**src/rtl/apb_arb_pkg.sv**
```systemverilog
// Shared definitions for the APB request arbiter slice.
// FSM state encoding, default bus widths and the response watchdog width.
package apb_arb_pkg;

  // Arbiter FSM encoding
  localparam logic [1:0] IDLE = 2'd0;
  localparam logic [1:0] CMD  = 2'd1;
  localparam logic [1:0] WAIT = 2'd2;
  localparam logic [1:0] RESP = 2'd3;

  localparam int unsigned DEF_AW = 32;
  localparam int unsigned DEF_DW = 32;

  // Response watchdog counter width (APB_ARB_TIMEOUT_EN builds only)
  localparam int unsigned TMO_W = 8;

endpackage

```
**src/rtl/rr_pick.sv**
```systemverilog
// Round-robin picker: first set request at or above ptr, wrapping to 0.
// Ports:
//   req  - request vector
//   ptr  - search start index
//   gnt  - one-hot grant (zero when no request)
//   idx  - binary index of the granted request
//   any  - at least one request is set
module rr_pick
  import apb_arb_pkg::*;
#(
  parameter  int unsigned NUM_REQ = 4,
  localparam int unsigned IW      = (NUM_REQ > 1) ? $clog2(NUM_REQ) : 1
) (
  input  logic [NUM_REQ-1:0] req,
  input  logic [IW-1:0]      ptr,
  output logic [NUM_REQ-1:0] gnt,
  output logic [IW-1:0]      idx,
  output logic               any
);

  // Walk offsets from farthest to nearest so the nearest hit wins last
  always_comb begin
    int unsigned j;
    gnt = '0;
    idx = '0;
    any = 1'b0;
    j   = 0;
    for (int off = int'(NUM_REQ) - 1; off >= 0; off--) begin
      j = (32'(ptr) + 32'(off)) % NUM_REQ;
      if (req[IW'(j)]) begin
        gnt          = '0;
        gnt[IW'(j)]  = 1'b1;
        idx          = IW'(j);
        any          = 1'b1;
      end
    end
  end

endmodule

```
**src/rtl/apb_req_arbiter.sv**
```systemverilog
// Round-robin arbiter sharing one apb_master command port among NUM_REQ
// requesters, one outstanding transfer at a time, response routed back
// to the granted requester.
// Optional: define APB_ARB_TIMEOUT_EN for a response watchdog that ends a
// stalled transfer after TIMEOUT_CYCLES with rsp_error=1.
// Ports:
//   clk, rstn                      - clock, async active-low reset
//   req_valid/write/addr/wdata     - per-requester command (packed lanes)
//   req_ready                      - one-hot accept pulse (combinational)
//   rsp_valid/rdata/error          - one-hot response pulse + shared payload
//   m_valid/write/addr/wdata/ready - command port to apb_master
//   m_rsp_valid/rdata/error        - transfer completion from apb_master
module apb_req_arbiter
  import apb_arb_pkg::*;
#(
  parameter int unsigned NUM_REQ        = 4,
  parameter int unsigned AW             = DEF_AW,
  parameter int unsigned DW             = DEF_DW,
  parameter int unsigned TIMEOUT_CYCLES = 255
) (
  input  logic                  clk,
  input  logic                  rstn,
  input  logic [NUM_REQ-1:0]    req_valid,
  input  logic [NUM_REQ-1:0]    req_write,
  input  logic [NUM_REQ*AW-1:0] req_addr,
  input  logic [NUM_REQ*DW-1:0] req_wdata,
  output logic [NUM_REQ-1:0]    req_ready,
  output logic [NUM_REQ-1:0]    rsp_valid,
  output logic [DW-1:0]         rsp_rdata,
  output logic                  rsp_error,
  output logic                  m_valid,
  output logic                  m_write,
  output logic [AW-1:0]         m_addr,
  output logic [DW-1:0]         m_wdata,
  input  logic                  m_ready,
  input  logic                  m_rsp_valid,
  input  logic [DW-1:0]         m_rsp_rdata,
  input  logic                  m_rsp_error
);

  localparam int unsigned IW = (NUM_REQ > 1) ? $clog2(NUM_REQ) : 1;

  // Elaboration-time parameter range checks
  if (NUM_REQ < 2 || NUM_REQ > 8) begin : g_bad_num_req
    $error("apb_req_arbiter: NUM_REQ must be 2..8");
  end
  if (TIMEOUT_CYCLES < 1 || TIMEOUT_CYCLES > (1 << TMO_W)) begin : g_bad_timeout
    $error("apb_req_arbiter: TIMEOUT_CYCLES out of counter range");
  end

  logic [1:0]         state_q, state_d;
  logic [IW-1:0]      ptr_q, ptr_d;
  logic [IW-1:0]      owner_q, owner_d;
  logic               m_valid_d, m_write_d;
  logic [AW-1:0]      m_addr_d;
  logic [DW-1:0]      m_wdata_d;
  logic [NUM_REQ-1:0] rsp_valid_d;
  logic [DW-1:0]      rsp_rdata_d;
  logic               rsp_error_d;

  logic [NUM_REQ-1:0] pick_gnt;
  logic [IW-1:0]      pick_idx;
  logic               pick_any;
  logic               sel_write;
  logic [AW-1:0]      sel_addr;
  logic [DW-1:0]      sel_wdata;

`ifdef APB_ARB_TIMEOUT_EN
  localparam logic [TMO_W-1:0] TMO_LAST = TMO_W'(TIMEOUT_CYCLES - 1);
  logic [TMO_W-1:0] tmo_q, tmo_d;
`endif

  rr_pick #(
    .NUM_REQ (NUM_REQ)
  ) u_pick (
    .req (req_valid),
    .ptr (ptr_q),
    .gnt (pick_gnt),
    .idx (pick_idx),
    .any (pick_any)
  );

  // Accept only in IDLE; gated by rstn so reset forces every output low
  always_comb begin
    req_ready = '0;
    if (rstn && state_q == IDLE) req_ready = pick_gnt;
  end

  // Command field mux for the picked requester
  always_comb begin
    sel_write = 1'b0;
    sel_addr  = '0;
    sel_wdata = '0;
    for (int i = 0; i < int'(NUM_REQ); i++) begin
      if (pick_idx == IW'(i)) begin
        sel_write = req_write[i];
        sel_addr  = req_addr[i*AW +: AW];
        sel_wdata = req_wdata[i*DW +: DW];
      end
    end
  end

  // Next-state and registered-output logic
  always_comb begin
    state_d     = state_q;
    ptr_d       = ptr_q;
    owner_d     = owner_q;
    m_valid_d   = m_valid;
    m_write_d   = m_write;
    m_addr_d    = m_addr;
    m_wdata_d   = m_wdata;
    rsp_valid_d = '0;
    rsp_rdata_d = rsp_rdata;
    rsp_error_d = rsp_error;
`ifdef APB_ARB_TIMEOUT_EN
    tmo_d       = tmo_q;
`endif
    case (state_q)
      IDLE: begin
        if (pick_any) begin
          owner_d   = pick_idx;
          m_write_d = sel_write;
          m_addr_d  = sel_addr;
          m_wdata_d = sel_wdata;
          m_valid_d = 1'b1;
          ptr_d     = (pick_idx == IW'(NUM_REQ - 1)) ? '0 : pick_idx + IW'(1);
          state_d   = CMD;
        end
      end
      CMD: begin
        if (m_ready) begin
          m_valid_d = 1'b0;
          state_d   = WAIT;
`ifdef APB_ARB_TIMEOUT_EN
          tmo_d     = '0;
`endif
        end
      end
      WAIT: begin
        if (m_rsp_valid) begin
          rsp_rdata_d          = m_write ? '0 : m_rsp_rdata;
          rsp_error_d          = m_rsp_error;
          rsp_valid_d[owner_q] = 1'b1;
          state_d              = RESP;
        end
`ifdef APB_ARB_TIMEOUT_EN
        else if (tmo_q == TMO_LAST) begin
          rsp_rdata_d          = '0;
          rsp_error_d          = 1'b1;
          rsp_valid_d[owner_q] = 1'b1;
          state_d              = RESP;
        end else begin
          tmo_d = (tmo_q == '1) ? tmo_q : tmo_q + TMO_W'(1);
        end
`endif
      end
      RESP: begin
        state_d = IDLE;
      end
      default: state_d = IDLE;
    endcase
  end

  always_ff @(posedge clk or negedge rstn) begin
    if (!rstn) begin
      state_q   <= IDLE;
      ptr_q     <= '0;
      owner_q   <= '0;
      m_valid   <= 1'b0;
      m_write   <= 1'b0;
      m_addr    <= '0;
      m_wdata   <= '0;
      rsp_valid <= '0;
      rsp_rdata <= '0;
      rsp_error <= 1'b0;
    end else begin
      state_q   <= state_d;
      ptr_q     <= ptr_d;
      owner_q   <= owner_d;
      m_valid   <= m_valid_d;
      m_write   <= m_write_d;
      m_addr    <= m_addr_d;
      m_wdata   <= m_wdata_d;
      rsp_valid <= rsp_valid_d;
      rsp_rdata <= rsp_rdata_d;
      rsp_error <= rsp_error_d;
    end
  end

`ifdef APB_ARB_TIMEOUT_EN
  always_ff @(posedge clk or negedge rstn) begin
    if (!rstn) tmo_q <= '0;
    else       tmo_q <= tmo_d;
  end
`endif

endmodule

```
**config.mk**
```make
export PLATFORM = sky130hd
export DESIGN_NAME = apb_req_arbiter
export DESIGN_NICKNAME = d
export VERILOG_FILES = /design/src/rtl/apb_arb_pkg.sv /design/src/rtl/rr_pick.sv /design/src/rtl/apb_req_arbiter.sv
export SDC_FILE = /design/constraint.sdc
export NUM_CORES = 1
export LEC_CHECK = 0
export BUFFER_PORTS_ARGS = -buffer_cell sky130_fd_sc_hd__buf_2
export CORE_AREA = 2 2 157 159
export DETAILED_ROUTE_END_ITERATION = 10
export DIE_AREA = 0 0 159 161
export GPL_ROUTABILITY_DRIVEN = 0
export HOLD_SLACK_MARGIN = 0.03
export PLACE_DENSITY = 0.67
export SLEW_MARGIN = 40
export SYNTH_ARGS = -nofsm -noshare
export SYNTH_HDL_FRONTEND = slang
export SYNTH_SLANG_ARGS = --single-unit
```
**constraint.sdc**
```tcl
create_clock -name clk -period 3.9 [get_ports clk]
set_input_delay 0.195 -clock clk [delete_from_list [all_inputs] [get_ports clk]]
set_output_delay 0.195 -clock clk [all_outputs]
set_load 0.05 [all_outputs]
```
==> After elaboration in Yosys (flattened, before gate mapping) <==
Index checks and enable logic that the tools add are counted.
{ "totals": {"regBits": 109, "inputBits": 301} }
{ "op_classes": {"n_addsub": 4, "reduce_logical": 13, "n_eq_ne": 9, "n_mux": 54, "magnitude_cmp": 10} }
{ "op_table": {"columns": ["cell", "count"], "rows": [
  ["2-to-1 mux 32 bit", 9],
  ["2-to-1 mux 4 bit", 7],
  ["2-to-1 mux 1 bit", 19],
  ["2-to-1 mux 2 bit", 8],
  ["< comparator 2 x 3 -> 1 bit, second input constant", 5],
  ["demux 1 bit (select 2 bit)", 5],
  [">= comparator 2 x 1 -> 1 bit, second input constant", 5],
  ["binary-select mux 1 bit (select 2 bit)", 4],
  ["== test 2 bit, second input constant", 4],
  ["case mux 2 bit (4 select lines)", 1],
  ["logical AND 1 bit", 6],
  ["!= test 2 bit, second input constant", 3],
  ["AND reduction 3 bit", 2],
  ["adder 2 x 1 -> 2 bit, second input constant", 2],
  ["adder 2 bit, second input constant", 2],
  ["== test 2 x 1 -> 1 bit, second input constant", 2],
  ["logical NOT 2 bit", 2],
  ["AND reduction 2 bit", 2],
  ["case mux 1 bit (2 select lines)", 1],
  ["nonzero test 2 bit", 1]
]} }

==> Longest topological paths before layout <==
{ "depth": {"word_depth": 12, "ltp_mapped": 16} }

==> Hierarchy <==
A second synthesis with hierarchy kept.
{ "unflattened": {"hier_cells": 634, "area_unflattened_um2": 6286.0} }
{ "by_module_without_submodules": {"columns": ["mod", "seq_area_each_um2", "area_per_inst_um2", "cells_per_inst", "n_inst"], "rows": [
  ["apb_req_arbiter", 2727.6, 5776.8, 573, 1],
  ["rr_pick", 0.0, 509.2, 61, 1]
]} }

==> Worst setup path after synthesis <==
Ideal clock, no wire load.
{ "synth_timing": {"kind": "reg2reg", "start": "reg ptr_q[0]", "end": "reg m_wdata[10]", "path_buffers": 4, "required_ns": 3.817, "arrival_time_ns": 3.192, "setup_slack_ns": 0.625, "stages_incl_launch_ff": 16, "cell_sequence": "dfrtp_1 > inv_1 > ha_1 > clkbuf_1 > o21ai_0 > a221o_1 > a21o_1 > inv_1 > ha_1 > buf_2 > clkbuf_1 > buf_2 > a221oi_1 > nor3_1 > a21oi_1 > o21ai_0"} }
{ "synth_via": {"elab_chain_cells": 12, "word_cells_on_any_way": 28, "classes_between": "add/sub (3); eq/ne (3); mux (20); reduce/logical (2)"} }
{ "synth_rtl": {"columns": ["element", "line_no", "source"], "rows": [
  ["start, declared", "apb_req_arbiter.sv:52", "logic [IW-1:0] ptr_q, ptr_d;"],
  ["start signal, assigned", "apb_req_arbiter.sv:178", "ptr_q <= ptr_d;"],
  ["adder 2 bit", "rr_pick.sv:29", "j = (32'(ptr) + 32'(off)) % NUM_REQ;"],
  ["binary-select mux 1 bit (select 2 bit)", "rr_pick.sv:30", "if (req[IW'(j)]) begin"],
  ["2-to-1 mux 1 bit (implied by the code)", "rr_pick.sv:30", null],
  ["2-to-1 mux 2 bit (3 in series)", "rr_pick.sv:30", null],
  ["2-to-1 mux 2 bit *", "rr_pick.sv:30", null],
  ["via pick_idx[0]", "apb_req_arbiter.sv:62", "logic [IW-1:0] pick_idx;"],
  ["logical NOT 2 bit", "apb_req_arbiter.sv:95", "if (pick_idx == IW'(i)) begin"],
  ["2-to-1 mux 32 bit (3 in series)", "apb_req_arbiter.sv:95", null],
  ["2-to-1 mux 32 bit *", "apb_req_arbiter.sv:95", null],
  ["end signal, assigned", "apb_req_arbiter.sv:183", "m_wdata <= m_wdata_d;"],
  ["end, declared", "apb_req_arbiter.sv:34", "output logic [DW-1:0] m_wdata,"]
]} }
The timed path passes the listed nets; every way through them passes the cells marked *. The select of a mux whose other input is x is not followed.
A chain may end at the register's enable or synchronous reset.

==> Worst setup path after layout <==
{ "layout_timing": {"start": "reg ptr_q[1]", "end": "reg m_wdata[1]"} }
Same word-level chain as after synthesis.

==> run metrics <==
Hold Path Class=in2reg; TritonCTS buffer count=9; element type at the critical path end=register; starting density of the core=0.291; Syn Inst Count=845; hold_sp=m_rsp_error; Post-synth ARST share=1.00; Max clock buf depth=2; R2R Path Start=ptr_q[1]; Synth area leaders=dfrtp_1 (39%), nor2b_1 (12%), a221oi_1 (8.2%); # clock sinks=109; grt ovf=0; clk_skew=0.0117 ns; worst-skew pair later-pin latency=0.36 ns; DRT Wirelength=25000 um; status=completed; CP startpoint kind=register; Tmin final=3.35 ns; cell area power density=1010 nW/um^2; max cap viols=0; post-synth top area share=0.391; Ports=408; row cnt=57; Synth Cell Area=6970 um^2; Avg Vias per Cell=4.85; CTS tree=done; number of port buffers=407; final design area excluding fillers=a little under 10000 um^2; min setup slack post-route=0.552 ns; Final setup viols=0; Synth area leader=dfrtp_1; VDD IR max=0.367 mV; H-tree depth=3; die footprint=25600 um^2; fraction of layout cells with a size suffix above 1=0.385; Area growth syn-to-layout=39.1%; CP required=4.11 ns; fin util=0.405; post-synthesis sequential area ratio=0.391; register bit total from synthesis=109; Avg WL per Cell=16.3 um; Post-synth EDFFs=0; vias in the first global route=7149; Final Hold Fails=0; Setup WS pre-CTS=0.566 ns; count of cell types in the netlist=40; Die Height=approximately 160 um; most frequent cells in the layout=buf_2 (406), nor2b_1 (129), nand2_1 (112), dfrtp_1 (108), o21ai_0 (106); crit path from=ptr_q[1]; nets=1517; RSZ-0062 raised after global routing=no; commonest non-fill, non-tap cell in the layout=buf_2; setup_tns=0 ns; Slew Limit Fails=0; Crit path arrival time=3.56 ns; number of antenna violations at the first check in global routing=5; f_max=299 MHz; final worst-path cycle share=0.859; vias=7432; top_reg_cell synth=dfrtp_1; Slew headroom=0.569; GRT Overall Usage=0.191; Post-Place Cell Area=9370 um^2; syn_area_per_cell=8.25 um^2; Synth Warn #=0; dpl hpwl=19400 um; DRT antenna net count=0; core area=24000 um^2; cts repair resizes=0; CTS root buffer=clkbuf_16; largest net degree at the start of global routing=89; Worst Path Max Fanout=30; clk slew on worst S/H paths=roughly 0.090 ns; leakage=roughly 4.7 nW; TritonRoute pass-1 iters=4; syn nets=approximately 1.2k; Die X-Extent=159 um; 1st-iter DRT viols=roughly 390; worst-margin pin slew=0.647 ns; first-pass GRT wire length=39100 um; Post-route DRC=0; Setup CP Type=reg2reg
==> cell usage after synthesis, types with 6 or more instances <==
cell and n:
nand2_1 113, clkbuf_1 61, dfrtp_1 109, inv_1 8, nor3_1 68, o21ai_0 106
nor2b_1 129, ha_1 15, a221oi_1 65, buf_1 6, buf_2 9, a21oi_1 73
nand2b_1 34
==> logic make-up (layout without fill, tap and decap cells) <==
kind of cell             after synthesis  count (layout)  share of synthesized area
multiplexers                           8               8                     0.0183
buffers and inverters                 90             451                     0.0546
flip-flops                           109             109                      0.391
AND/OR/NAND/NOR                      366             366                      0.282
AO/OA/AOI/OAI                        257             257                      0.227
adder cells (fa/ha/maj)               15              15                     0.0269
other                                  0               3                          0
==> final timing paths <==
| check | endpoint | slack (ns) | cells after the start |
|---|---|---|---|
| setup / recovery | m_wdata[1] | 0.55 | 13 |
| hold / removal | rsp_error | 0.06 | 2 |
| setup reg to reg | m_wdata[1] | 0.55 | 13 |
| hold reg to reg | rsp_rdata[25] | 0.48 | 2 |
| max in group asynchronous | m_wdata[30] | 2.40 | 4 |
| min in group asynchronous | rsp_rdata[25] | 0.41 | 2 |
==> registers in the layout, summed over array words and instances (netlist names) <==
name and cells:
rsp_valid 4, rsp_rdata 32, owner_q 2, m_addr 32, m_write 1, m_wdata 32, state_q 2, m_valid 1
ptr_q 2, rsp_error 1
==> layout make-up <==
| type | count | area [um^2] |
|---|---|---|
| timing repair buffer | 427 | 2320 |
| tap | 324 | 405 |
| clock inverter | 7 | 67.6 |
| antenna | 3 | 7.51 |
| inverter | 8 | 30.0 |
| fill | 2488 | 14300 |
| sequential | 109 | 2730 |
| clock buffer | 9 | 225 |
| multi-input combinational | 646 | 3920 |
==> what timing repair did <==
action / CTS / global route
hold buffers: 1 / 0
buffers inserted: 0 / 0
hold endpoints to repair: 44 / 0
==> worst max-delay path, cell delays in order (launching register included) <==
cell	delay, ns
dfrtp_1	0.35
inv_1	0.10
ha_1	0.52
o21ai_0	0.15
a221o_1	0.37
a21o_1	0.25
inv_1	0.17
ha_4	0.24
buf_12	0.20
nor2b_1	0.06
a221oi_1	0.47
nor3_1	0.10
a21oi_1	0.12
o21ai_0	0.08
==> metal layers <==
layer  share of wire  GRT usage
met4           0.023     0.0628
met3           0.064     0.0444
met1            0.43      0.244
met2            0.48      0.319
met5         0.00052          0
==> through the flow <==
stage                     instances  total power [W]  hold slack, ns
after floorplan                 845          0.00706          -0.101
after global placement         1511          0.00875           0.254
after detailed placement       1512          0.00890           0.258
after CTS                      1529          0.00985          0.0490
after global routing           1532           0.0106          0.0596
final                          1533          0.00979          0.0620
==> power by group <==
group / internal (W) / leakage, nW / total (W) / switching [W]
Combinational: 0.00227 / 3.20 / 0.00689 / 0.00462
Clock: 0.000451 / 0.145 / 0.000923 / 0.000472
Sequential: 0.00167 / 1.38 / 0.00198 / 0.000306
Power figures use the tool's default switching activity.
